`src/rtl/gs_row_sequencer.sv`:
```
//------------------------------------------------------------------------------
// gs_row_sequencer : sweeps eight stored rows through an external Gauss-Seidel
//                    Core, writing each result back before the next row issues.
// Revision 1.0
//------------------------------------------------------------------------------
`default_nettype none

module gs_row_sequencer #(
    parameter int N        = 8,
    parameter int WAIT_MAX = 1024
) (
    input  logic          i_clk,
    input  logic          i_rst_n,
    input  logic          i_load_valid,
    input  logic [2:0]    i_load_row,
    input  logic [55:0]   i_load_a,
    input  logic [7:0]    i_load_b,
    input  logic [31:0]   i_load_a_down,
    input  logic          i_start,
    input  logic [7:0]    i_iter,
    output logic          o_core_rst,
    output logic          o_core_valid,
    output logic [55:0]   o_core_a,
    output logic [7:0]    o_core_b,
    output logic [31:0]   o_core_a_down,
    output logic [223:0]  o_core_x,
    input  logic          i_core_valid,
    input  logic [31:0]   i_core_x_next,
    output logic          o_busy,
    output logic          o_done,
    output logic          o_error,
    output logic [255:0]  o_x
);

    localparam int c_TIMER_W = (WAIT_MAX > 1) ? $clog2(WAIT_MAX) : 1;

    typedef enum logic [2:0] {
        S_IDLE  = 3'd0,
        S_CLR   = 3'd1,
        S_ISSUE = 3'd2,
        S_WAIT  = 3'd3,
        S_WRITE = 3'd4,
        S_DONE  = 3'd5
    } state_t;

    state_t                 r_state;
    state_t                 w_next;

    logic [55:0]            r_row_a     [N];
    logic [7:0]             r_row_b     [N];
    logic [31:0]            r_row_adown [N];
    logic [31:0]            r_x         [N];

    logic [2:0]             r_row;
    logic [7:0]             r_sweep;
    logic [7:0]             r_iter;
    logic [c_TIMER_W-1:0]   r_timer;
    logic [31:0]            r_result;
    logic                   r_error;
    logic [55:0]            r_core_a;
    logic [7:0]             r_core_b;
    logic [31:0]            r_core_adown;
    logic [223:0]           r_core_x;

    logic [223:0]           w_pack;
    logic                   w_last_row;
    logic                   w_last_sweep;
    logic                   w_timer_last;

    assign w_last_row   = (r_row == 3'(N - 1));
    assign w_last_sweep = ((r_sweep + 8'd1) == r_iter);
    assign w_timer_last = (r_timer == c_TIMER_W'(WAIT_MAX - 1));

    // Neighbour vector skips the current row, keeping ascending order.
    for (genvar j = 0; j < N - 1; j++) begin : g_pack
        assign w_pack[32*j +: 32] = (3'(j) < r_row) ? r_x[j] : r_x[j+1];
    end

    for (genvar j = 0; j < N; j++) begin : g_ox
        assign o_x[32*j +: 32] = r_x[j];
    end

    // Row storage is deliberately left out of reset.
    always_ff @(posedge i_clk) begin
        if (i_load_valid && (r_state == S_IDLE)) begin
            r_row_a[i_load_row]     <= i_load_a;
            r_row_b[i_load_row]     <= i_load_b;
            r_row_adown[i_load_row] <= i_load_a_down;
        end
    end

    always_ff @(posedge i_clk) begin
        if (!i_rst_n) begin
            r_state <= S_IDLE;
        end else begin
            r_state <= w_next;
        end
    end

    always_comb begin
        w_next       = r_state;
        o_core_rst   = 1'b0;
        o_core_valid = 1'b0;
        o_done       = 1'b0;
        o_busy       = 1'b1;
        case (r_state)
            S_IDLE: begin
                o_busy = 1'b0;
                if (i_start) begin
                    w_next = (i_iter == 8'd0) ? S_DONE : S_CLR;
                end
            end
            S_CLR: begin
                o_core_rst = 1'b1;
                w_next     = S_ISSUE;
            end
            S_ISSUE: begin
                o_core_valid = 1'b1;
                w_next       = S_WAIT;
            end
            S_WAIT: begin
                if (i_core_valid) begin
                    w_next = S_WRITE;
                end else if (w_timer_last) begin
                    w_next = S_DONE;
                end
            end
            S_WRITE: begin
                w_next = (w_last_row && w_last_sweep) ? S_DONE : S_CLR;
            end
            S_DONE: begin
                o_done = 1'b1;
                w_next = S_IDLE;
            end
            default: begin
                w_next = S_IDLE;
            end
        endcase
    end

    always_ff @(posedge i_clk) begin
        if (!i_rst_n) begin
            for (int k = 0; k < N; k++) begin
                r_x[k] <= 32'd0;
            end
            r_row        <= 3'd0;
            r_sweep      <= 8'd0;
            r_iter       <= 8'd0;
            r_timer      <= '0;
            r_result     <= 32'd0;
            r_error      <= 1'b0;
            r_core_a     <= 56'd0;
            r_core_b     <= 8'd0;
            r_core_adown <= 32'd0;
            r_core_x     <= 224'd0;
        end else begin
            case (r_state)
                S_IDLE: begin
                    if (i_start) begin
                        for (int k = 0; k < N; k++) begin
                            r_x[k] <= 32'd0;
                        end
                        r_row   <= 3'd0;
                        r_sweep <= 8'd0;
                        r_iter  <= i_iter;
                        r_error <= 1'b0;
                    end
                end
                // Snapshot here so the Core sees stable data through WAIT.
                S_CLR: begin
                    r_core_a     <= r_row_a[r_row];
                    r_core_b     <= r_row_b[r_row];
                    r_core_adown <= r_row_adown[r_row];
                    r_core_x     <= w_pack;
                end
                S_ISSUE: begin
                    r_timer <= '0;
                end
                S_WAIT: begin
                    if (i_core_valid) begin
                        r_result <= i_core_x_next;
                    end else if (w_timer_last) begin
                        r_error <= 1'b1;
                    end else begin
                        r_timer <= r_timer + 1'b1;
                    end
                end
                S_WRITE: begin
                    r_x[r_row] <= r_result;
                    if (w_last_row) begin
                        r_row   <= 3'd0;
                        r_sweep <= r_sweep + 8'd1;
                    end else begin
                        r_row <= r_row + 3'd1;
                    end
                end
                default: begin
                end
            endcase
        end
    end

    assign o_core_a      = r_core_a;
    assign o_core_b      = r_core_b;
    assign o_core_a_down = r_core_adown;
    assign o_core_x      = r_core_x;
    assign o_error       = r_error;

endmodule

`default_nettype wire
```
`config.mk`:
```
export PLATFORM = sky130hd
export DESIGN_NAME = gs_row_sequencer
export DESIGN_NICKNAME = d
export VERILOG_FILES = /design/src/rtl/gs_row_sequencer.sv
export SDC_FILE = /design/constraint.sdc
export NUM_CORES = 2
export LEC_CHECK = 0
export ABC_AREA = 1
export CORE_AREA = 2 2 504 306
export DETAILED_ROUTE_END_ITERATION = 6
export DIE_AREA = 0 0 506 308
export MAX_ROUTING_LAYER = met4
export PLACE_DENSITY = 0.53
export SYNTH_ARGS = -nofsm -noshare
export SYNTH_HDL_FRONTEND = slang
export SYNTH_SLANG_ARGS = --single-unit
```
`constraint.sdc`:
```
create_clock -name i_clk -period 12.8 [get_ports i_clk]
set_clock_uncertainty 0.05 [all_clocks]
set_input_delay 2.56 -clock i_clk [delete_from_list [all_inputs] [get_ports i_clk]]
set_output_delay 2.56 -clock i_clk [all_outputs]
set_load 0.03 [all_outputs]
```
Word level (Yosys, flattened, before mapping)
Memory sizes are Yosys's and may differ from the RTL's. A register that Yosys moved wholly into a read port is not among the register bits.
Index checks and enable logic that the tools add are counted.
{ "word_totals": {"register_bits": 289, "mem_count": 4, "inputBits": 144, "elab_cells": 113, "ramBits": 1024, "output_inout_bits": 581} }
{ "mem_list": {"columns": ["memory", "words", "width", "rd", "rd_clocked_by_memory_dff", "wr", "line_no", "source"], "rows": [
  ["r_row_a", 8, 56, 1, 1, 1, "49", "logic [55:0] r_row_a [N];"],
  ["r_row_adown", 8, 32, 1, 1, 1, "51", "logic [31:0] r_row_adown [N];"],
  ["r_x", 8, 32, 8, 0, 8, "52", "logic [31:0] r_x [N];"],
  ["r_row_b", 8, 8, 1, 1, 1, "50", "logic [7:0] r_row_b [N];"]
]} }
{ "op_classes": {"eq_ne": 14, "reduce_logical": 18, "n_lt_le_gt_ge": 7, "muxes": 51, "n_addsub": 3, "n_bitwise": 8} }
{ "ops": {"columns": ["cell", "n"], "rows": [
  ["$mux W32", 16],
  ["$reduce_or A32 Y1", 1],
  ["$mux W3", 8],
  ["$mux W10", 2],
  ["$pmux W10 S2", 1],
  ["$mux W1", 18],
  ["$mux W8", 2],
  ["$pmux W8 S2", 1],
  ["$pmux W3 S5", 1],
  ["$add A10 B1 Y10 const B", 1],
  ["$eq A10 B10 Y1 const B", 1],
  ["$ne A2 B2 Y1 const B", 5],
  ["$eq A3 B3 Y1 const B", 3],
  ["$lt A3 B3 Y1 const A", 3],
  ["$add A8 B1 Y8 const B", 1],
  ["$eq A8 B8 Y1", 1],
  ["$logic_not A8 Y1", 1],
  ["$or A1 B1 Y1", 8],
  ["$reduce_and A2 Y1", 4],
  ["$eq A3 B2 Y1 const B", 2],
  ["$lt A1 B3 Y1 const A", 2],
  ["$lt A2 B3 Y1 const A", 2],
  ["$pmux W3 S2", 1],
  ["$reduce_and A3 Y1", 2],
  ["other kinds (9)", 14]
]} }

Longest topological paths before layout
{ "logic_depth": {"word_depth": 6, "depth_mapped": 12} }

Worst setup path after synthesis
No wires, ideal clock.
{ "synth_timing": {"path_type": "input to register", "startpoint": "input i_load_valid", "endpoint": "memory r_row_a[2][0], enable pin", "setup_time_ps": 670, "required_ps": 12080, "t_arrival_ps": 9314, "path_slack_ps": 2766, "stages": 4, "cell_sequence": "inv_1 > nor2_1 > nand2_1 > nor3_1"} }
{ "synth_via": {"elab_chain_len": 3} }
{ "synth_lines": {"columns": ["item", "line_no", "source"], "rows": [
  ["start: declaration", "14", "input logic i_load_valid,"],
  ["$logic_and A1 B1 Y1", "85", "if (i_load_valid && (r_state == S_IDLE)) begin"],
  ["$mux W1", "85", null],
  ["$mux W1 (implied by the code)", "86", "r_row_a[i_load_row] <= i_load_a;"],
  ["end: declaration", "49", null]
]} }
No other way between the ends.

==> results.cfg <==
[outcome]
outcome = complete, no violations

[grt]
grt_max_degree = 186
grt_pass1_vias = 35500
grt_pass1_wl_mm = 264
overflow = 0
grt.total_usage = 0.239
antenna_found_initial = 28

[drt]
drt_first_pass_iters = 6
ant_nets = 0
routed_wl_mm = 187
drtIter0Drc = 4016
drc = 0
wl_per_cell_um = 25.8
vias = 38100
vias_per_cell = 5.24

[cts]
cts.hold.buffers_added = 0
cts_tree = done
clk_pin_slew_ns = 0.06
clockRootBuffer = clkbuf_16
htreeDepth = 4
post_cts_buffers = 0
cts.sinks = 1409
cts_buffer_depth = 3
clk_latency_ns = 0.80
post_cts_resized = 0
cts_buffers = 142

[placed_design]
port-buffer-count = 724
place_ws_ns = 6.18
hpwl_mm = 115
gp_congestion = 0.876

[synthesis]
synth.distinct_cells = 38
synth_area_mm2 = 0.0526
syn_inst = 4466
synth_edf_count = 1024
yosysSeqAreaShare = 0.731
syn_nets = 4614
synth_seq_cells = 1409
yosys.area.top_type_share = 0.585
synthFlopType = edfxtp_1
yosysTopAreaCell = edfxtp_1
async_flop_share = 0
ys_warn_count = 0
synth.top_cells.by_area = edfxtp_1 (58%), dfxtp_1 (15%), o21ai_0 (6.0%)
avgSynthCellArea_um2 = 11.8

[worst_hold_path]
worstHoldPathCells = 2
worstHoldPathType = flop to flop

[pwr]
peakVddDrop_mv = 0.138
pwr_density_cell_mw_per_mm2 = 216
leakage_uw = 0.0222

[timing]
tightestPinTransition_ns = 1.20
rsz0062_at_grt = false
fmax_mhz = 170
final.min_clock_period_ns = 5.87
relSlewSlack = 0.202
finalSetupViolations = 0
hold_viol_final = 0
layout_setup_ws_ns = 6.93
drv_slew = 0
fin_crit_sh = 0.459
fin_setup_tns_ns = 0

[floorplanning]
rows = 111
initial_core_util = 0.347
die-height_um = 308
die_x_um = 506
core_mm2 = 0.151
pin_count = 725
fp.dieArea_mm2 = 0.156

[critical_path]
startpoint_type = input port
worstSetupPathType = input port to flop
crit_fanout = 80
slowest_stage = nand2_2
endpoint_kind = flop
cp.arrival_ns = 6.23
cp_cell_sequence = buf_8 -> inv_2 -> nor2_1 -> nand3_2 -> nand2_2
critPathRequiredTime_ns = 13.16
critical-path-max-stage-delay_ns = 1.06
r2r_cells = 12

[layout]
layout_common_cells = edfxtp_1 (1024), clkdlybuf4s50_1 (723), o21ai_0 (629)
drive_gt1_frac = 0.0586
final_common_cell = edfxtp_1
fillers = 13900
layout.nets = 5236
area_delta_synth_final_pct = 26.4

[job]
max-cap-violations = 0
[where the power goes]
part / internal [uW] / switching [uW] / leakage (uW)
combinational: 1330 / 2670 / 0.00713
clock: 2330 / 1830 / 0.00224
sequential: 5650 / 513 / 0.0129
total: 9320 / 5020 / 0.0222
[registers in the layout (all words and copies together), names as in the netlist, 3 cells and up]
register / cells
r_row_adown: 256
r_timer: 10
o_core_x: 224
r_result: 32
o_core_a_down: 32
r_row_b: 64
r_sweep: 8
r_state: 3
r_iter: 8
r_row: 3
o_core_b: 8
r_row_a: 448
r_x: 256
o_core_a: 56
[final timing paths]
path,to,slack [ns],start
hold reg to reg,r_timer[4],0.41,r_timer[4]
setup / recovery,r_x[2][3],6.93,i_rst_n
setup reg to reg,o_core_a[31],8.54,r_row[1]
hold / removal,r_timer[4],0.41,r_timer[4]
[per-stage QoR]
stage	util	instances	hold slack [ns]	area, um2	total power, uW
after global routing	0.439	7258	0.445	66400	14900
after global placement	0.408	6978	0.396	61800	10200
after CTS	0.439	7239	0.416	66400	14400
final	0.439	7262	0.411	66400	14300
after detailed placement	0.408	6978	0.408	61800	10200
after floorplan	-	4466	0.384	52600	8210
[final cells by class]
class	count	area, um2	area share
Sequential cell	1409	38500	0.579
Multi-Input combinational cell	2644	12600	0.190
Timing Repair Buffer	777	7720	0.116
Clock buffer	202	4030	0.0606
Tap cell	2034	2540	0.0383
Clock inverter	59	551	0.00829
Inverter	114	444	0.00668
Antenna cell	23	57.6	0.000866
[per-layer routing]
| layer | track usage | up-vias | wire length (um) |
|---|---|---|---|
| met5 | - | - | 0 |
| met2 | 0.331 | 1499 | 81100 |
| met4 | 0.0865 | 0 | 6010 |
| met3 | 0.0574 | 308 | 14900 |
| li1 | - | 17300 | - |
| met1 | 0.338 | 19000 | 85300 |
[critical path: cells and delay by family]
family	cells	cell delay [ns]
buffers and inverters	2	0.65
AND/OR/NAND/NOR	3	2.86
[cells in the mapped netlist, drive strengths merged, types with 4 or more instances]
| library cell | n |
|---|---|
| nor3 | 8 |
| a31oi | 50 |
| clkbuf | 224 |
| nor2 | 600 |
| inv | 82 |
| o211ai | 32 |
| o21a | 54 |
| dfxtp | 385 |
| a21oi | 478 |
| ha | 4 |
| a41oi | 37 |
| a211oi | 8 |
| edfxtp | 1024 |
| nand2 | 558 |
| nand3 | 65 |
| a22oi | 15 |
| o211a | 15 |
| o22ai | 39 |
| o21ai | 670 |
| buf | 75 |
| clkinv | 32 |
[cell families (layout without fill, tap and decap cells)]
group                    Yosys count  after routing  synth area share
AND/OR/NAND/NOR                 1238           1238            0.0912
adder cells (fa/ha/maj)            4              4          0.000952
flip-flops                      1409           1409             0.731
XOR/XNOR                           2              2          0.000333
other                              0             23                 0
buffers and inverters            413           1152            0.0314
AO/OA/AOI/OAI                   1400           1400             0.145
Note: power is estimated with default switching activity, not from simulation.
